[config.mk]
export PLATFORM = sky130hd
export DESIGN_NAME = hazard_stall_ctrl
export DESIGN_NICKNAME = d
export VERILOG_FILES = /design/src/rtl/hazard_stall_ctrl.sv
export SDC_FILE = /design/constraint.sdc
export NUM_CORES = 1
export LEC_CHECK = 0
export ABC_AREA = 1
export BUFFER_PORTS_ARGS = -buffer_cell sky130_fd_sc_hd__buf_2
export CAP_MARGIN = 0
export CORE_ASPECT_RATIO = 1.25
export CORE_MARGIN = 5
export CORE_UTILIZATION = 44
export CTS_CLUSTER_SIZE = 25
export DETAILED_ROUTE_END_ITERATION = 10
export PLACE_DENSITY = 0.87
export SYNTH_ARGS = -nofsm -noshare
export SYNTH_HDL_FRONTEND = slang
export SYNTH_SLANG_ARGS = --single-unit
[constraint.sdc]
create_clock -name clock -period 2.5 [get_ports clock]
set_clock_uncertainty 0.2 [all_clocks]
set_input_delay 0.25 -clock clock [delete_from_list [all_inputs] [get_ports clock]]
set_output_delay 0.25 -clock clock [all_outputs]
set_load 0.02 [all_outputs]
[src/rtl/hazard_stall_ctrl.sv]
// Pipeline hazard/stall controller: load-use bubble insertion and multdiv sequencing.
// Optional HAZARD_PERF_CNT_EN adds load-use and multdiv stall-cycle counters.
module hazard_stall_ctrl #(
  parameter int MD_TIMEOUT = 40,
  parameter int CNT_W      = 6
) (
  input  logic        clock,
  input  logic        reset,
  input  logic [31:0] fd_inst,
  input  logic [31:0] dx_inst,
  input  logic        branch_taken,
  input  logic        md_ready,
  input  logic        md_exception,
  output logic        stall_pc,
  output logic        stall_fd,
  output logic        stall_dx,
  output logic        flush_fd,
  output logic        flush_dx,
  output logic        ctrl_mult,
  output logic        ctrl_div,
  output logic        md_result_sel,
`ifdef HAZARD_PERF_CNT_EN
  output logic        md_err,
  output logic [31:0] lu_stall_count,
  output logic [31:0] md_stall_count
`else
  output logic        md_err
`endif
);

  localparam logic [4:0] OP_R    = 5'b00000;
  localparam logic [4:0] OP_J    = 5'b00001;
  localparam logic [4:0] OP_BNE  = 5'b00010;
  localparam logic [4:0] OP_JAL  = 5'b00011;
  localparam logic [4:0] OP_JR   = 5'b00100;
  localparam logic [4:0] OP_BLT  = 5'b00110;
  localparam logic [4:0] OP_SW   = 5'b00111;
  localparam logic [4:0] OP_LW   = 5'b01000;
  localparam logic [4:0] OP_SETX = 5'b10101;
  localparam logic [4:0] ALU_MUL = 5'b00110;
  localparam logic [4:0] ALU_DIV = 5'b00111;
  localparam logic [CNT_W-1:0] TIMEOUT_CNT = CNT_W'(MD_TIMEOUT - 1);

  typedef enum logic [1:0] {IDLE, MD_START, MD_WAIT, MD_DONE} mdStateT;

  mdStateT          state, nextState;
  logic [CNT_W-1:0] waitCnt, nextWaitCnt;
  logic             errLatch, nextErrLatch;
  logic             opIsDiv, nextOpIsDiv;

  logic [4:0] fdOp, fdRd, fdRs, fdRt, dxOp, dxRd, dxAlu;
  logic       fdReadsRs, fdReadsRt, fdReadsRd;
  logic       loadUse, dxIsMul, dxIsDiv, mdBusy, luActed;
  logic       unusedBits;

  assign fdOp  = fd_inst[31:27];
  assign fdRd  = fd_inst[26:22];
  assign fdRs  = fd_inst[21:17];
  assign fdRt  = fd_inst[16:12];
  assign dxOp  = dx_inst[31:27];
  assign dxRd  = dx_inst[26:22];
  assign dxAlu = dx_inst[6:2];
  assign unusedBits = ^{dx_inst[21:7], dx_inst[1:0], fd_inst[11:0]};

  assign fdReadsRs = !(fdOp == OP_J || fdOp == OP_JAL || fdOp == OP_SETX);
  assign fdReadsRt = (fdOp == OP_R);
  assign fdReadsRd = (fdOp == OP_SW || fdOp == OP_BNE || fdOp == OP_BLT || fdOp == OP_JR);

  // r0 is hardwired zero, so a load into it can never create a dependency
  assign loadUse = (dxOp == OP_LW) && (dxRd != 5'd0) &&
                   ((fdReadsRs && fdRs == dxRd) ||
                    (fdReadsRt && fdRt == dxRd) ||
                    (fdReadsRd && fdRd == dxRd));

  assign dxIsMul = (dxOp == OP_R) && (dxAlu == ALU_MUL);
  assign dxIsDiv = (dxOp == OP_R) && (dxAlu == ALU_DIV);
  assign mdBusy  = (state == MD_START) || (state == MD_WAIT);
  assign luActed = reset && !branch_taken && (state == IDLE) && loadUse;

  always_ff @(posedge clock or negedge reset) begin
    if (!reset) begin
      state    <= IDLE;
      waitCnt  <= '0;
      errLatch <= 1'b0;
      opIsDiv  <= 1'b0;
    end else begin
      state    <= nextState;
      waitCnt  <= nextWaitCnt;
      errLatch <= nextErrLatch;
      opIsDiv  <= nextOpIsDiv;
    end
  end

  always_comb begin
    nextState    = state;
    nextWaitCnt  = waitCnt;
    nextErrLatch = errLatch;
    nextOpIsDiv  = opIsDiv;
    case (state)
      IDLE: begin
        if ((dxIsMul || dxIsDiv) && !branch_taken) begin
          nextState   = MD_START;
          nextOpIsDiv = dxIsDiv;
        end
      end
      MD_START: begin
        nextWaitCnt  = '0;
        nextErrLatch = 1'b0;
        nextState    = MD_WAIT;
      end
      MD_WAIT: begin
        nextWaitCnt = waitCnt + CNT_W'(1);
        if (md_ready) begin
          nextState    = MD_DONE;
          nextErrLatch = md_exception;
        end else if (waitCnt == TIMEOUT_CNT) begin
          nextState    = MD_DONE;
          nextErrLatch = 1'b1;
        end
      end
      MD_DONE: nextState = IDLE;
      default: nextState = IDLE;
    endcase
  end

  // Branch redirect outranks the multdiv stall, which outranks load-use
  always_comb begin
    stall_pc      = 1'b0;
    stall_fd      = 1'b0;
    stall_dx      = 1'b0;
    flush_fd      = 1'b0;
    flush_dx      = 1'b0;
    ctrl_mult     = 1'b0;
    ctrl_div      = 1'b0;
    md_result_sel = 1'b0;
    md_err        = 1'b0;
    if (reset) begin
      if (branch_taken) begin
        flush_fd = 1'b1;
        flush_dx = 1'b1;
      end else if (mdBusy) begin
        stall_pc = 1'b1;
        stall_fd = 1'b1;
        stall_dx = 1'b1;
      end else if (luActed) begin
        stall_pc = 1'b1;
        stall_fd = 1'b1;
        flush_dx = 1'b1;
      end
      ctrl_mult     = (state == MD_START) && !opIsDiv;
      ctrl_div      = (state == MD_START) && opIsDiv;
      md_result_sel = (state == MD_DONE);
      md_err        = (state == MD_DONE) && errLatch;
    end
  end

`ifdef HAZARD_PERF_CNT_EN
  always_ff @(posedge clock or negedge reset) begin
    if (!reset) begin
      lu_stall_count <= '0;
      md_stall_count <= '0;
    end else begin
      if (luActed) lu_stall_count <= lu_stall_count + 32'd1;
      if (mdBusy)  md_stall_count <= md_stall_count + 32'd1;
    end
  end
`endif

endmodule

======== Word-level counts from Yosys, hierarchy flattened ========
Cells that the tools add are included.
word-level totals
  register bits after elaboration ......... 10
  input bits .............................. 69
  word-level logic and storage cells ...... 82
  output and inout bits ................... 9
cells by class
  reduce and logical (&&, ||, !) cells .... 34
  add/sub/neg operators ................... 1
  equality and inequality tests ........... 19
  muxes and demuxes ....................... 24
operators by type and width
  cell                                                 number
  equality test 5 x 3 -> 1 bit, second input constant  5
  two-way mux 1 bit                                    18
  equality test 5 bit                                  3
  logical AND 1 bit                                    14
  case mux 6 bit (2 select lines)                      1
  equality test 5 x 2 -> 1 bit, second input constant  2
  zero test 5 bit                                      2
  logical OR 1 bit                                     9
  case mux 2 bit (4 select lines)                      1
  adder 6 x 1 -> 6 bit, second input constant          1
  equality test 6 bit, second input constant           1
  two-way mux 2 bit                                    3
  AND reduction 2 bit                                  3
  equality test 5 x 1 -> 1 bit, second input constant  1
  equality test 5 x 4 -> 1 bit, second input constant  1
  equality test 5 bit, second input constant           1
  nonzero test 5 bit                                   1
  equality test 2 bit, second input constant           2
  zero test 1 bit                                      3
  != test 3 x 2 -> 1 bit, second input constant        1
  equality test 2 x 1 -> 1 bit, second input constant  1
  zero test 2 bit                                      1
  != test 2 x 1 -> 1 bit, second input constant        1
  case mux 1 bit (2 select lines)                      1
  nonzero test 2 bit                                   1

======== Depth between registers and ports, before layout ========
  word-level depth ........................ 13
  gate-level depth with buffers ........... 11
  mapped depth without buffers ............ 10

======== Least setup slack after synthesis ========
OpenSTA, ideal clock, no wires.
  kind .................................... reg-to-output
  start ................................... register state[0]
  end ..................................... output port stall_pc
  path slack .............................. 0.557 ns
  data arrival time ....................... 1.493 ns
  cell stages (with the launch flop) ...... 10
  required time ........................... 2.050 ns
  cell sequence ........................... dfrtp_1 > inv_1 > ha_1 > inv_1 > nor4_2 > nand2_1 > nor2_4 > nand2_1 > o21ai_2 > buf_4
on the way
  cells in the longest elaborated chain, start to end .. 7
  elaborated cells between the ends (all ways) .. 10
RTL lines
  what                              RTL line  RTL
  start, declared                   46        mdStateT state, nextState;
  start signal, assigned            87        state <= nextState;
  zero test 2 bit                   78        assign luActed = reset && !branch_taken && (state == IDLE) && loadUse;
  logical AND 1 bit (2 in a row)    78
  two-way mux 1 bit                 -
  two-way mux 1 bit * (3 in a row)  -
  end, declared                     14        output logic stall_pc,
Every way passes the cells marked *; elsewhere a longest branch is shown, timed or not.

======== Worst setup path after layout ========
  start ................................... register state[0]
  end ..................................... output port stall_fd
on the way
  cells in the longest elaborated chain, start to end .. 7
  elaborated cells between the ends (all ways) .. 10
RTL lines
  what                            RTL line  RTL
  zero test 2 bit                 78
  logical AND 1 bit (2 in a row)  78
  two-way mux 1 bit               145       end else if (luActed) begin
  two-way mux 1 bit *             141       end else if (mdBusy) begin
  two-way mux 1 bit *             138       if (branch_taken) begin
  two-way mux 1 bit *             137       if (reset) begin
  end, declared                   15        output logic stall_fd,
Marks and branches as above.

==> flow_metrics.tcl <==
set metrics [dict create \
    synth_top_area_share 0.232 \
    holdPathStages 3 \
    route.detailed.drc 0 \
    grt_first_pass_wirelength_mm 4.22 \
    cts_tree "done" \
    grt-ovfl-total 0 \
    nFillCells 244 \
    drv_cap 0 \
    fmax_ghz 0.436 \
    ys_warn_count 0 \
    io_buffers 48 \
    insertedDiodeCount 0 \
    final_layout_size_suffix_gt1_frac 0.289 \
    crit_family "simple AND/OR/NAND/NOR gates" \
    cp_max_fo 4 \
    cts_resized 0 \
    start_util 0.449 \
    nNetsFinal 300 \
    htree_levels 1 \
    hold_viol 0 \
    worstReg2RegEnd "waitCnt[3]" \
    die_area_um2 3550 \
    synth_edf_count 0 \
    ys_async_sr_fraction 1.00 \
    crit_path_end_kind "output port" \
    grt_max_degree 14 \
    worst_slew_pin_slew_ps 302 \
    worstSkewPairLatency_ps 270 \
    ir_drop_uv 310 \
    ant_nets 0 \
    worst_slack_ps 208 \
    ff2ff_path_depth 5 \
    dp_hpwl_mm 2.13 \
    drt-total-wl_mm 2.46 \
    grtUsageTotal 0.158 \
    maxSlewViolCount 0 \
    path_buf_inv 3 \
    rr_startpoint "state[0]" \
    firstDrtPassIters 4 \
    r2r_slack_ps 650 \
    path_clk_slew_ps 70 \
    power_density_nw_per_um2 624 \
    finalWeightedCongestion 0.810 \
    worstPathArrival_ps 1840 \
    synth_xor_area_frac 0.0731 \
    min_from "dx_inst[2]" \
    first_iter_violations 13 \
    syn_to_final_growth_pct 29.7 \
    yosysTopAreaCell "dfrtp_1" \
    fp.dieW_um 54.3 \
    clk_path_buf_depth 2 \
    min_period_ps 2290 \
    synth-simple-area-share 0.452 \
    post_synth_num_cell_types 25 \
    cp.required_ps 2050 \
    syn-num-nets 247 \
    synth_fa_ha_area_frac 0.0580 \
    die_y_um 65.4 \
    antenna_found_initial 0 \
    cp_slowest_cell "dfrtp_1" \
    vias 1167 \
    cp-start-kind "register" \
    cts_buffers 3 \
    rsz0062_at_grt "false" \
    ios 78 \
    synthMuxAreaShare 0 \
    yosys-top-cells-area "dfrtp_1, nand2_1, inv_1" \
    rows 20 \
    synth_top_family_by_area "simple AND/OR/NAND/NOR gates" \
    crit_type "reg -> out" \
    core_area_um2 2400 \
    relSlewSlack 0.798 \
    p_total_mw 0.873 \
    grt_pass1_vias 1129 \
    hp-class "in -> reg" \
    finalSetupTns_ps 0 \
    p_leak_nw 0.840 \
    fin_crit_sh 0.917 \
    pre_cts_slack_ps 519 \
    clock_sinks 10 \
    synth.cell_area_um2 1080 \
    max_stage_delay_ps 420 \
    synth.most_common_cell "nand2_1" \
    synth-main-ff-cell "dfrtp_1" \
    crit_chain "inv_1 -> ha_1 -> inv_1 -> nor4_2 -> nand2_1 -> nor2_4 -> nand2_1 -> o21ai_2 -> buf_2" \
    synth_compound_area_frac 0.0487 \
    status "finished clean" \
    ys_seq_area_frac 0.232 \
    syn_area_per_cell_um2 6.23 \
    yosys_register_bits 10 \
    synthCells 173 \
    cts_root_buf "clkbuf_4" \
    viasPerCell 4.52 \
    finalSetupViolCount 0 \
    min_to "opIsDiv" \
    wire_per_inst_um 9.52 \
    synth_common_cells "nand2_1, inv_1, nor2_1" \
]
worst max path at each step:
stage	startpoint	end	slack (ps)	cells after the start
2_1_floorplan	state[0]	stall_pc	560	9
3_3_place_gp	state[0]	stall_fd	530	9
3_5_place_dp	state[0]	stall_fd	520	9
4_1_cts	state[0]	stall_fd	200	9
5_1_grt	state[0]	stall_fd	30	9
6_report	state[0]	stall_fd	210	9
routing by layer:
metal / up-vias / GRT usage / part of all wire
met3: 4 / 0.0159 / 0.060
li1: 628 / - / -
met5: - / 0 / 0
met1: 503 / 0.162 / 0.38
met4: 0 / 0.0654 / 0.019
met2: 32 / 0.304 / 0.54
per-stage QoR:
stage               utilization  instance area [µm²]  hold WS [ps]  cells
finish                    0.582                 1400          8.82    258
global route              0.582                 1400          49.4    258
CTS                       0.582                 1400          8.04    258
detailed placement        0.563                 1350          28.6    253
global placement          0.563                 1350          27.5    253
floorplan                     -                 1080          -246    173
where the power goes:
group | internal [mW] | switching (mW) | leakage [nW] | total, mW
registers | 0.205 | 0.0351 | 0.127 | 0.240
clock network | 0.0884 | 0.0575 | 0.0210 | 0.146
logic | 0.174 | 0.314 | 0.691 | 0.488
total | 0.467 | 0.406 | 0.840 | 0.873
flip-flops by register name (all words and copies together), names as in the netlist:
name and count:
opIsDiv 1, state 2, errLatch 1, waitCnt 6
timing repair:
item                                   CTS  global route
hold buffers                             1             0
setup buffers                            0             0
endpoints found under the hold margin   10             0
cell families (layout without fill, tap and decap cells):
logic type | after synthesis | in the layout
and+or+nand+nor | 103 | 103
buffers and inverters | 37 | 89
DFF | 10 | 10
AOI/OAI and AO/OA | 9 | 9
xor gates and xnor gates | 9 | 9
adders and majority gates | 5 | 5
cell usage in the layout, fill, tap and decap left out, types with 3 or more instances in the layout:
| cell | netlist | routed |
|---|---|---|
| a21oi_1 | 5 | 5 |
| buf_2 | 0 | 48 |
| clkbuf_4 | 0 | 3 |
| dfrtp_1 | 10 | 10 |
| ha_1 | 5 | 5 |
| inv_1 | 34 | 34 |
| nand2_1 | 52 | 52 |
| nand3_1 | 9 | 9 |
| nor2_1 | 22 | 22 |
| nor3_1 | 4 | 4 |
| xnor2_1 | 6 | 6 |
| xor2_1 | 3 | 3 |
worst register-to-register path, cell delays in order (launching register included):
cell and delay (ps):
dfrtp_1 400, inv_1 90, ha_1 470, inv_1 190, nor2_1 270, nor3_1 100
area by class of cell:
class	instances	area (µm²)	area share
multi-input cells	126	682	0.487
flip-flops and latches	10	250	0.179
repair buffers	50	258	0.184
well taps	33	41.3	0.0295
clock buffers	4	36.3	0.0259
inverters	35	131	0.0939
Note: power is estimated with default switching activity, not from simulation.
